===== src/rtl/pulpemu_spi_flash_responder.sv =====
// pulpemu_spi_flash_responder
//   FPGA-side SPI slave (single lane, mode 0) that emulates a boot/data flash.
//   SCK/CSN/MOSI are oversampled in clk_i (clk_i must be >= 8x SCK). Byte-wide
//   reads (0x0B FAST READ) and writes (0x02) are forwarded to an external memory
//   through a req/gnt/rvalid port. Other commands are ignored.
//
//   Optional feature: define PULPEMU_SPIS_READID_EN to answer 0x9F (READ ID)
//   with DEV_ID, repeated MSB first. Without it, 0x9F is ignored like any
//   unknown command.
//
// Ports
//   clk_i, rst_ni        system clock, asynchronous active-low reset
//   spi_sck_i/csn_i/mosi_i  SPI inputs from the master (asynchronous)
//   spi_miso_o, spi_miso_oe_o  slave data out and pad output enable
//   mem_req_o/we_o/addr_o/wdata_o, mem_gnt_i  memory request channel
//   mem_rvalid_i, mem_rdata_i                 memory read-data return
//   busy_o               CSN asserted and a command in progress
//   err_o                sticky underrun/overrun flag, cleared on CSN fall
//   dbg_state_o          current FSM state (encoding of state_e)
//
// Memory handshake: mem_req_o acts as valid and mem_gnt_i as ready; a request
// transfers on a clk_i edge where both are high. While mem_req_o is high and
// mem_gnt_i low, mem_we_o/mem_addr_o/mem_wdata_o hold steady. For a read,
// mem_rvalid_i returns the byte on any cycle after the grant. At most one
// transaction is in flight.

module pulpemu_spi_flash_responder #(
    parameter int unsigned ADDR_W = 24,
    parameter logic [23:0] DEV_ID = 24'hC2_20_18
) (
    input  logic              clk_i,
    input  logic              rst_ni,
    input  logic              spi_sck_i,
    input  logic              spi_csn_i,
    input  logic              spi_mosi_i,
    output logic              spi_miso_o,
    output logic              spi_miso_oe_o,
    output logic              mem_req_o,
    output logic              mem_we_o,
    output logic [ADDR_W-1:0] mem_addr_o,
    output logic [7:0]        mem_wdata_o,
    input  logic              mem_gnt_i,
    input  logic              mem_rvalid_i,
    input  logic [7:0]        mem_rdata_i,
    output logic              busy_o,
    output logic              err_o,
    output logic [2:0]        dbg_state_o
);

    typedef enum logic [2:0] {
        S_IDLE   = 3'd0,
        S_CMD    = 3'd1,
        S_ADDR   = 3'd2,
        S_DUMMY  = 3'd3,
        S_RDATA  = 3'd4,
        S_WDATA  = 3'd5,
        S_ID     = 3'd6,
        S_IGNORE = 3'd7
    } state_e;

    localparam logic [7:0] CMD_FAST_READ = 8'h0B;
    localparam logic [7:0] CMD_WRITE     = 8'h02;
`ifdef PULPEMU_SPIS_READID_EN
    localparam logic [7:0] CMD_READ_ID   = 8'h9F;
`endif

    state_e state;

    // Synchronisers; the third SCK/CSN stage is only for edge detection.
    logic [2:0] sck_sync;
    logic [2:0] csn_sync;
    logic [1:0] mosi_sync;

    logic sck_rise, sck_fall, csn_rise, csn_fall, csn_s, mosi_s;

    assign sck_rise = sck_sync[1] & ~sck_sync[2];
    assign sck_fall = ~sck_sync[1] & sck_sync[2];
    assign csn_rise = csn_sync[1] & ~csn_sync[2];
    assign csn_fall = ~csn_sync[1] & csn_sync[2];
    assign csn_s    = csn_sync[1];
    assign mosi_s   = mosi_sync[1];

    logic [2:0]        bit_cnt;
    logic [4:0]        addr_cnt;
    logic [6:0]        shift_in;
    logic [6:0]        shift_out;
    logic [ADDR_W-1:0] addr_q;     // next address to access
    logic              is_write;
    logic              want_rd;    // a prefetch is owed at addr_q
    logic              rd_wait;    // read granted, waiting for rvalid
    logic              rd_drop;    // discard the next rvalid (aborted read)
    logic [7:0]        pf_data;
    logic              pf_valid;
`ifdef PULPEMU_SPIS_READID_EN
    logic [4:0]        id_idx;
`else
    logic              unused_dev_id;
    assign unused_dev_id = ^DEV_ID;
`endif

    logic [7:0] rx_byte;
    assign rx_byte = {shift_in, mosi_s};

    // Byte available at a read byte boundary: the prefetch buffer, or read
    // data arriving in that very cycle. Otherwise underrun pattern 0xFF.
    logic       rd_avail;
    logic [7:0] rd_byte;
    always_comb begin
        rd_avail = 1'b1;
        rd_byte  = pf_data;
        if (!pf_valid) begin
            if (rd_wait && mem_rvalid_i && !rd_drop) begin
                rd_byte = mem_rdata_i;
            end else begin
                rd_avail = 1'b0;
                rd_byte  = 8'hFF;
            end
        end
    end

    assign busy_o      = ~csn_s & (state != S_IDLE);
    assign dbg_state_o = state;

    always_ff @(posedge clk_i or negedge rst_ni) begin
        if (!rst_ni) begin
            sck_sync      <= 3'b000;
            csn_sync      <= 3'b111;
            mosi_sync     <= 2'b00;
            state         <= S_IDLE;
            spi_miso_o    <= 1'b0;
            spi_miso_oe_o <= 1'b0;
            mem_req_o     <= 1'b0;
            mem_we_o      <= 1'b0;
            mem_addr_o    <= '0;
            mem_wdata_o   <= 8'h00;
            err_o         <= 1'b0;
            bit_cnt       <= 3'd0;
            addr_cnt      <= 5'd0;
            shift_in      <= 7'd0;
            shift_out     <= 7'd0;
            addr_q        <= '0;
            is_write      <= 1'b0;
            want_rd       <= 1'b0;
            rd_wait       <= 1'b0;
            rd_drop       <= 1'b0;
            pf_data       <= 8'h00;
            pf_valid      <= 1'b0;
`ifdef PULPEMU_SPIS_READID_EN
            id_idx        <= 5'd23;
`endif
        end else begin
            sck_sync  <= {sck_sync[1:0], spi_sck_i};
            csn_sync  <= {csn_sync[1:0], spi_csn_i};
            mosi_sync <= {mosi_sync[0], spi_mosi_i};

            // Memory side. Later FSM assignments in this block take priority.
            if (mem_req_o && mem_gnt_i) begin
                mem_req_o <= 1'b0;
                if (!mem_we_o) rd_wait <= 1'b1;
            end
            if (rd_wait && mem_rvalid_i) begin
                rd_wait <= 1'b0;
                if (rd_drop) begin
                    rd_drop <= 1'b0;
                end else begin
                    pf_data  <= mem_rdata_i;
                    pf_valid <= 1'b1;
                end
            end
            if (want_rd && !mem_req_o && !rd_wait) begin
                mem_req_o  <= 1'b1;
                mem_we_o   <= 1'b0;
                mem_addr_o <= addr_q;
                addr_q     <= addr_q + ADDR_W'(1);
                want_rd    <= 1'b0;
            end

            if (csn_rise) begin
                state         <= S_IDLE;
                spi_miso_o    <= 1'b0;
                spi_miso_oe_o <= 1'b0;
                mem_req_o     <= 1'b0;
                want_rd       <= 1'b0;
                // A read already granted (or granted right now) still returns
                // data later; that data belongs to nobody.
                if ((rd_wait && !mem_rvalid_i) || (mem_req_o && mem_gnt_i && !mem_we_o))
                    rd_drop <= 1'b1;
            end else if (csn_fall) begin
                state         <= S_CMD;
                bit_cnt       <= 3'd0;
                addr_cnt      <= 5'd0;
                err_o         <= 1'b0;
                pf_valid      <= 1'b0;
                spi_miso_o    <= 1'b0;
                spi_miso_oe_o <= 1'b0;
            end else if (!csn_s) begin
                case (state)
                    S_CMD: begin
                        if (sck_rise) begin
                            shift_in <= rx_byte[6:0];
                            bit_cnt  <= bit_cnt + 3'd1;
                            if (bit_cnt == 3'd7) begin
                                case (rx_byte)
                                    CMD_FAST_READ: begin
                                        state    <= S_ADDR;
                                        is_write <= 1'b0;
                                    end
                                    CMD_WRITE: begin
                                        state    <= S_ADDR;
                                        is_write <= 1'b1;
                                    end
`ifdef PULPEMU_SPIS_READID_EN
                                    CMD_READ_ID: begin
                                        state  <= S_ID;
                                        id_idx <= 5'd23;
                                    end
`endif
                                    default: state <= S_IGNORE;
                                endcase
                            end
                        end
                    end
                    S_ADDR: begin
                        if (sck_rise) begin
                            // Bits beyond ADDR_W fall off the top of the shifter.
                            addr_q   <= {addr_q[ADDR_W-2:0], mosi_s};
                            addr_cnt <= addr_cnt + 5'd1;
                            if (addr_cnt == 5'd23) begin
                                addr_cnt <= 5'd0;
                                if (is_write) begin
                                    state <= S_WDATA;
                                end else begin
                                    state   <= S_DUMMY;
                                    want_rd <= 1'b1;
                                end
                            end
                        end
                    end
                    S_DUMMY: begin
                        if (sck_rise) begin
                            bit_cnt <= bit_cnt + 3'd1;
                            if (bit_cnt == 3'd7) state <= S_RDATA;
                        end
                    end
                    S_RDATA: begin
                        if (sck_fall) begin
                            bit_cnt       <= bit_cnt + 3'd1;
                            spi_miso_oe_o <= 1'b1;
                            if (bit_cnt == 3'd0) begin
                                // Byte boundary: consume prefetch, ask for the next.
                                spi_miso_o <= rd_byte[7];
                                shift_out  <= rd_byte[6:0];
                                pf_valid   <= 1'b0;
                                want_rd    <= 1'b1;
                                if (!rd_avail) err_o <= 1'b1;
                            end else begin
                                spi_miso_o <= shift_out[6];
                                shift_out  <= {shift_out[5:0], 1'b0};
                            end
                        end
                    end
                    S_WDATA: begin
                        if (sck_rise) begin
                            shift_in <= rx_byte[6:0];
                            bit_cnt  <= bit_cnt + 3'd1;
                            if (bit_cnt == 3'd7) begin
                                if ((mem_req_o && !mem_gnt_i) || rd_wait) begin
                                    err_o <= 1'b1;
                                end else begin
                                    mem_req_o   <= 1'b1;
                                    mem_we_o    <= 1'b1;
                                    mem_addr_o  <= addr_q;
                                    mem_wdata_o <= rx_byte;
                                    addr_q      <= addr_q + ADDR_W'(1);
                                end
                            end
                        end
                    end
`ifdef PULPEMU_SPIS_READID_EN
                    S_ID: begin
                        if (sck_fall) begin
                            spi_miso_o    <= DEV_ID[id_idx];
                            spi_miso_oe_o <= 1'b1;
                            id_idx        <= (id_idx == 5'd0) ? 5'd23 : id_idx - 5'd1;
                        end
                    end
`endif
                    default: ;
                endcase
            end
        end
    end

endmodule


===== config.mk =====
export PLATFORM = sky130hd
export DESIGN_NAME = pulpemu_spi_flash_responder
export DESIGN_NICKNAME = d
export VERILOG_FILES = /design/src/rtl/pulpemu_spi_flash_responder.sv
export SDC_FILE = /design/constraint.sdc
export NUM_CORES = 1
export LEC_CHECK = 0
export CAP_MARGIN = 40
export CORE_MARGIN = 5
export CORE_UTILIZATION = 51
export CTS_CLUSTER_DIAMETER = 30
export CTS_CLUSTER_SIZE = 28
export DETAILED_ROUTE_END_ITERATION = 16
export PLACE_DENSITY = 0.74
export SYNTH_ARGS = -nofsm -noshare
export SYNTH_HDL_FRONTEND = slang
export SYNTH_SLANG_ARGS = --single-unit

===== constraint.sdc =====
create_clock -name clk_i -period 2.49 [get_ports clk_i]
set_clock_uncertainty 0.05 [all_clocks]
set_input_delay 0.249 -clock clk_i [delete_from_list [all_inputs] [get_ports clk_i]]
set_output_delay 0.249 -clock clk_i [all_outputs]
set_load 0.005 [all_outputs]

Word level (Yosys, flattened, before mapping)
Cells that the tools add are included.
Word-level totals
  bits of input ports: 15
  output and inout port bits: 41
  flip-flop bits (word level): 107
  word-level logic and storage cells: 210
Operators by class
  add/sub/neg operators: 3
  bitwise operators: 13
  reductions and logical operators: 41
  muxes and demuxes: 106
  eq/ne operators: 25
Operator list (count)
  $mux W24: 16
  $mux W1: 61
  $pmux W24 S2: 1
  $mux W3: 15
  $mux W5: 5
  $add A24 B1 Y24 const B: 1
  $ne A4 B4 Y1 const B: 6
  $ne A3 B3 Y1 const B: 6
  $mux W8: 2
  $reduce_and A5 Y1: 3
  $reduce_bool A3 Y1: 5
  $reduce_and A7 Y1: 2
  $eq A3 B3 Y1 const B: 3
  $pmux W3 S3: 1
  $reduce_and A9 Y1: 1
  $eq A8 B2 Y1 const B: 1
  $eq A8 B4 Y1 const B: 1
  $logic_and A1 B1 Y1: 8
  $not A1 Y1: 8
  $reduce_and A8 Y1: 1
  $reduce_bool A2 Y1: 4
  $mux W7: 1
  $eq A3 B2 Y1 const B: 2
  $logic_not A1 Y1: 6
  other kinds (17): 28

Longest topological paths before layout
Gate-level depths: netlist of run 1.
  depth in word-level cells: 11
  mapped depth: 12

Worst setup path after synthesis of run 1
OpenSTA, ideal clock, no wires.
  path kind: flip-flop to flip-flop
  start point: reg csn_sync[1]
  end point: reg addr_q[6]
  required time: 2304 ps
  path slack: -80 ps
  arrival: 2384 ps
  cell stages (with the launch flop): 12
  cell sequence: dfstp_2 > buf_2 > inv_1 > ha_1 > buf_2 > or3_1 > buf_2 > a21oi_2 > a21oi_1 > o21ai_0 > o31a_1 > o22ai_1
On the way
  word-level cells in the longest chain between the ends: 4
  elaborated cells between the ends (all ways): 6
  those cells by class: mux (3); bitwise (3)
Ends and longest elaborated chain
  start, declared: RTL line 71  | logic [2:0] csn_sync;
  start signal, assigned: RTL line 153  | csn_sync <= {csn_sync[1:0], spi_csn_i};
  $not A1 Y1 (no line)
  $and A1 B1 Y1: RTL line 79  | assign csn_fall = ~csn_sync[1] & csn_sync[2];
  $mux W24: RTL line 188  | end else if (csn_fall) begin
  $mux W24 *: RTL line 178  | if (csn_rise) begin
  end signal, assigned: RTL line 174  | addr_q <= addr_q + ADDR_W'(1);
  end signal, assigned: RTL line 226  | addr_q <= {addr_q[ADDR_W-2:0], mosi_s};
  end signal, assigned: RTL line 274  | addr_q <= addr_q + ADDR_W'(1);
  end, declared: RTL line 87  | logic [ADDR_W-1:0] addr_q;
Every way passes the cells marked *; elsewhere a longest branch is shown, timed or not.
A chain may end at the register's enable or synchronous reset.

Worst setup path in the final report of run 1
  start point: reg addr_q[1]
  end point: reg addr_q[14]
On the way
  word-level cells in the longest chain between the ends: 9
  elaborated cells between the ends (all ways): 10
  those cells by class: add/sub (1); mux (9)
Ends and longest elaborated chain
  $add A24 B1 Y24 *: RTL line 174, 274
  $mux W24: RTL line 170  | if (want_rd && !mem_req_o && !rd_wait) begin
  $mux W24: RTL line 267  | if ((mem_req_o && !mem_gnt_i) || rd_wait) begin
  $mux W24: RTL line 266  | if (bit_cnt == 3'd7) begin
  $mux W24: RTL line 263  | if (sck_rise) begin
  $pmux W24 S2: RTL line 197  | case (state)
  $mux W24: RTL line 196  | end else if (!csn_s) begin
  $mux W24: RTL line 188
  $mux W24 *: RTL line 178
Marks and branches as above.

==> results of run 1 <==
kinds of logic (layout without fill, tap and decap cells):
group / Yosys count / count (layout) / share of synthesized area, %
AO/OA/AOI/OAI: 156 / 156 / 16.21
XOR/XNOR: 25 / 25 / 3.596
adder cells (fa/ha/maj): 8 / 8 / 1.644
buffers and inverters: 60 / 140 / 4.809
flip-flops: 107 / 107 / 44.04
multiplexers: 25 / 25 / 4.542
AND/OR/NAND/NOR: 310 / 310 / 25.15
path summary, 6_finish.rpt:
kind                         startpoint             to  slack, ns
setup / recovery              addr_q[1]     addr_q[14]       0.19
hold / removal                spi_csn_i    csn_sync[0]       0.25
setup reg to reg              addr_q[1]     addr_q[14]       0.19
hold reg to reg            mosi_sync[0]   mosi_sync[1]       0.30
max in group asynchronous        rst_ni    addr_cnt[2]       1.21
min in group asynchronous        rst_ni  mem_addr_o[5]       0.41
synth_stat cells, drive strengths merged, types with 8 or more instances:
library cell	n
a21oi	32
buf	29
clkbuf	19
dfrtp	104
ha	8
inv	12
mux2	21
nand2	150
nand3	25
nand4	10
nor2	54
nor3	21
nor4	13
o21ai	56
o22ai	10
xnor2	15
xor2	10
cells in the final DEF, fill, tap and decap left out, types with 6 or more instances in the layout:
master / n
nand3b_1: 7
buf_4: 55
xor2_1: 10
dfrtp_1: 104
nand4_1: 9
ha_1: 8
xnor2_1: 15
a21o_1: 6
clkdlybuf4s50_1: 54
nand2b_1: 7
o21ai_1: 10
o22ai_1: 10
a22oi_1: 6
nand3_1: 24
inv_1: 12
nor2_1: 53
nand2_1: 148
nor4_1: 9
a21oi_1: 30
nor3_1: 17
clkbuf_16: 9
o21ai_0: 43
o211ai_1: 7
mux2_2: 16
registers in the layout, indices dropped and copies added (netlist names), 5 cells and up:
signal,count
shift_in,7
shift_out,7
mem_addr_o,24
addr_q,24
pf_data,8
addr_cnt,5
mem_wdata_o,8
timing repair:
action                                  CTS  global route
endpoints found under the hold margin    39             0
endpoints found under the setup margin    0             1
gates resized for setup                   0             1
hold buffers                              1             0
through the flow:
| step | cells | power (mW) | util, % | cell area [µm²] | setup slack, ns |
|---|---|---|---|---|---|
| 2_1_floorplan | 691 | 4.008 | - | 6103 | 0.003772 |
| 3_3_place_gp | 901 | 4.811 | 59.28 | 7032 | 0.1978 |
| 3_5_place_dp | 901 | 4.901 | 59.28 | 7032 | 0.09277 |
| 4_1_cts | 918 | 6.274 | 61.68 | 7316 | 0.06731 |
| 5_1_grt | 918 | 6.662 | 61.70 | 7318 | 0.03952 |
| 6_report | 918 | 6.255 | 61.70 | 7318 | 0.1866 |
where the power goes:
part	total, mW	internal (mW)	leakage [nW]	switching, mW
Combinational	2.27	1.07	1.70	1.20
Sequential	2.63	2.18	1.36	0.449
Clock	1.36	0.690	0.138	0.667
Total	6.25	3.94	3.19	2.31
cell type report:
| type | count | area, µm² | area share, % |
|---|---|---|---|
| well taps | 147 | 183.9 | 2.513 |
| multi-input cells | 524 | 3131 | 42.78 |
| clock buffers | 10 | 229.0 | 3.129 |
| clock inverters | 6 | 45.04 | 0.6155 |
| inverters | 12 | 45.04 | 0.6155 |
| repair buffers | 112 | 1003 | 13.71 |
| flip-flops and latches | 107 | 2681 | 36.64 |
metal layers:
metal  GRT usage (%)  vias to the layer above
met2           38.86                      205
met4           8.255                        0
met5               0                        -
li1                -                     2585
met3           4.416                       39
met1           28.72                     2558
==> qor.yml, run 1 <==
global_route:
  grt_pass1_wl_mm: 26.30
  grt_pass1_vias: 5336
  overflow: 0
  antenna_found_initial: 0
  grt_max_degree: 45
  grtUsageTotal_pct: 22.78
clocking:
  cts_tree: "yes"
  path_clk_slew_ns: 0.07
  h-tree-depth: 3
  numCtsBuffers: 9
  cts_buffer_depth: 2
  cts_root_buf: "clkbuf_16"
  cts_sinks: 107
  clk_latency_ns: 0.36
  postCtsSetupBuffers: 0
floorplanning:
  die_x_um: 119.3
  fp-row-count: 40
  die_h_um: 119.3
  core-area_mm2: 0.01186
  ioPinCount: 56
  initial_utilization_pct: 51.33
  die_area_mm2: 0.01422
sta:
  worst_pin_slew_ns: 0.6490
  rsz0062_at_grt: "false"
  fin_crit_sh_pct: 92.51
  relSlewSlack_pct: 56.44
  slew_viol_final: 0
  hold_violations: 0
  finalSetupViolCount: 0
  max_freq_ghz: 0.4341
  tns_ns: 0
  min_period_ns: 2.303
  holdWs_ns: 0.2543
job:
  max-cap-violations: 0
yosys:
  ys_ff_latch: 107
  synth.distinct_cells: 70
  synthFlopType: "dfrtp_1"
  synth-edff-count: 0
  synth_area_leaders: "dfrtp_1 43%, nand2_1 9.2%, o21ai_0 3.5%"
  async_reset_ff_share_pct: 100.0
  yosys.area.top_type: "dfrtp_1"
  syn_inst: 691
  synth_nets: 714
  avgSynthCellArea_um2: 8.811
  ys_seq_area_share_pct: 44.04
  yosys_warnings: 0
  synth_top_area_share_pct: 42.75
  netlist_area_mm2: 0.006088
worst_hold_path:
  hold_path_class: "primary input to register"
  holdPathStages: 1
worst_setup_path:
  crit_cells: 8
  cp_max_fo: 7
  cp.required_ns: 2.72
  path_buf_inv: 1
  crit_family: "simple AND/OR/NAND/NOR gates"
  critical_path.slowest_cell: "nor4_4"
  path_class: "register to register"
  worstPathArrival_ns: 2.53
  crit_path_max_incr_delay_ns: 0.52
  start_kind: "register"
  cp-end-kind: "register"
  rr_worst_depth: 8
  path_cells: "ha_1, nand2_1, nor4_4, buf_4, nand3_1, xnor2_1, a21oi_1, o21ai_0"
pwr:
  ir_worst_vdd_mv: 0.7535
  power.leakage_nw: 3.193
  power.density_mw_per_mm2: 854.7
placed_design:
  port_buffers: 55
  gp_congestion: 0.9804
  dp.final_hpwl_mm: 11.58
routing:
  top_layer: "met4"
  routed-via-count: 5387
  post_drt_wl_per_cell_um: 17.24
  routedLengthMet1_mm: 6.440
  drt_first_pass_iters: 5
  ant_nets: 0
  dr_wl_met3_mm: 1.074
  drtIter0Drc: 378
  viasPerCell: 5.868
  route.detailed.drc: 0
  wl_met2_mm: 7.844
  drt_wl_total_mm: 15.83
final_layout:
  nFillCells: 1034
  syn_to_final_growth_pct: 20.20
  diodes: 0
  layout.nets: 789
  final_layout_size_suffix_gt1_share_pct: 14.92
status:
  outcome: "completed"
Note: power is estimated with default switching activity, not from simulation.
==> inputs of run 2 (changes only) <==
--- a/config.mk
+++ b/config.mk
@@ -12,6 +12,7 @@
 export CTS_CLUSTER_SIZE = 28
 export DETAILED_ROUTE_END_ITERATION = 16
 export PLACE_DENSITY = 0.74
+export SETUP_SLACK_MARGIN = 0.05
 export SYNTH_ARGS = -nofsm -noshare
 export SYNTH_HDL_FRONTEND = slang
 export SYNTH_SLANG_ARGS = --single-unit
==> qor.yml, run 2 (synthesized netlist as in run 1, its figures left out) <==
clocking:
  cts_tree: "yes"
  clk_latency_ns: 0.36
  cts_root_buf: "clkbuf_16"
  path_clk_slew_ns: 0.07
  h-tree-depth: 3
  numCtsBuffers: 9
  cts_buffer_depth: 2
  cts_sinks: 107
floorplanning:
  die_h_um: 119.3
  ioPinCount: 56
  initial_utilization_pct: 51.33
  fp-row-count: 40
  die_area_mm2: 0.01422
  die_x_um: 119.3
  core-area_mm2: 0.01186
worst_setup_path:
  start_kind: "register"
  crit_path_max_incr_delay_ns: 0.40
  cp.required_ns: 2.69
  cp-end-kind: "register"
  path_class: "register to register"
  cp_max_fo: 5
  path_cells: "ha_1, ha_1, nand3b_1, o31ai_1, o21ai_0, a32oi_1, o21ai_1, a22o_1"
  worstPathArrival_ns: 2.55
  cp_common_cell: "ha_1"
  critical_path.slowest_cell: "o31ai_1"
pwr:
  p_clk_share_pct: 23.0
  ir_worst_vdd_mv: 0.5804
  power.leakage_nw: 3.209
  power.density_mw_per_mm2: 866.6
  p_seq_share_pct: 40.9
  power_switching_mw: 2.320
  sw_frac_of_total_pct: 36.33
  p_comb_share_pct: 36.1
  p_int_mw: 4.067
sta:
  finalSetupViolCount: 0
  hold_violations: 0
  min_period_ns: 2.349
  slew_viol_final: 0
  relSlewSlack_pct: 58.19
  fin_crit_sh_pct: 94.33
  fin_ws_ns: 0.1411
  holdWs_ns: 0.2422
  worst_pin_slew_ns: 0.6230
  max_freq_ghz: 0.4257
  rsz0062_at_grt: "true"
  tns_ns: 0
global_route:
  grtUsageTotal_pct: 22.72
  overflow: 0
  grt_pass1_wl_mm: 26.28
  grt_pass1_vias: 5344
  antenna_found_initial: 0
  grt_max_degree: 44
final_layout:
  final_layout_size_suffix_gt1_share_pct: 15.06
  layout.nets: 788
  top_regs: "addr_q (24), mem_addr_o (24)"
  diodes: 0
  syn_to_final_growth_pct: 21.06
  final_common_cell: "nand2_1"
  layout_common_cells: "148 x nand2_1, 104 x dfrtp_1, 54 x clkdlybuf4s50_1, 53 x nor2_1, 53 x buf_4"
  nFillCells: 1017
placed_design:
  dp.final_hpwl_mm: 11.42
  port_buffers: 55
  gp_congestion: 0.9486
  pre_cts_slack_ns: 0.1795
worst_hold_path:
  hold_path_class: "primary input to register"
status:
  outcome: "completed"
routing:
  ant_nets: 0
  viasPerCell: 5.857
  drt_wl_total_mm: 15.52
  routed-via-count: 5371
  drtIter0Drc: 410
  drt_first_pass_iters: 5
  route.detailed.drc: 0
  post_drt_wl_per_cell_um: 16.93
job:
  max-cap-violations: 0
run 2: cell types whose count changed in the layout (fill, tap and decap cells not counted), sizes merged:
cell,change
bufinv,+1
clkinv,-1
buf,-1
run 2: power groups by stage:
stage	clock (mW)	sequential, mW	combinational, mW
global placement	0	2.61	2.22
global route	1.58	2.68	2.56
floorplan	0	2.48	1.53
detailed placement	0	2.64	2.28
finish	1.47	2.61	2.30
CTS	1.50	2.61	2.29
run 2: area by class of cell:
cell class | count | area [µm²] | area share, %
sequential | 107 | 2681 | 36.38
clock buffer | 10 | 229.0 | 3.106
clock inverter | 6 | 72.57 | 0.9846
timing repair buffer | 111 | 1008 | 13.68
tap | 147 | 183.9 | 2.495
multi-input combinational | 524 | 3151 | 42.74
inverter | 12 | 45.04 | 0.6111
run 2: critical path, delay by kind of cell (launching register included):
kind	cells	cell delay, ns
DFF	1	0.38
AOI/OAI and AO/OA	5	1.21
and+or+nand+nor	1	0.22
adders and majority gates	2	0.37
run 2: what timing repair did:
item / 4_1_cts / 5_1_grt
setup endpoints to repair: 0 / 5
setup buffers: 0 / 1
hold buffers: 1 / 0
hold endpoints to repair: 28 / 0
resized for setup: 0 / 3
run 2: metal layers:
| layer | routed length [µm] | vias up | track usage [%] | part of all wire (%) |
|---|---|---|---|---|
| met3 | 977 | 19 | 5.745 | 6.3 |
| met4 | 253 | 0 | 6.227 | 1.6 |
| met1 | 6522 | 2593 | 29.10 | 42 |
| li1 | - | 2573 | - | - |
| met2 | 7769 | 186 | 38.22 | 50 |
| met5 | 0 | - | 0 | 0 |
run 2: worst paths after layout:
kind | startpoint | to | slack, ns | cells past startpoint
max | bit_cnt[0] | addr_q[21] | 0.14 | 8
min | spi_csn_i | csn_sync[0] | 0.24 | 1
max reg2reg | bit_cnt[0] | addr_q[21] | 0.14 | 8
min reg2reg | mosi_sync[0] | mosi_sync[1] | 0.30 | 0
max in group asynchronous | rst_ni | mem_addr_o[18] | 1.29 | 3
min in group asynchronous | rst_ni | mem_wdata_o[0] | 0.33 | 2
run 2: through the flow:
stage	cells	instance area, µm²	power, mW	util [%]
after floorplan	691	6117	4.011	-
after global placement	899	7033	4.826	59.29
after detailed placement	899	7033	4.925	59.29
after CTS	916	7345	6.407	61.92
after global routing	917	7371	6.818	62.14
final	917	7371	6.387	62.14
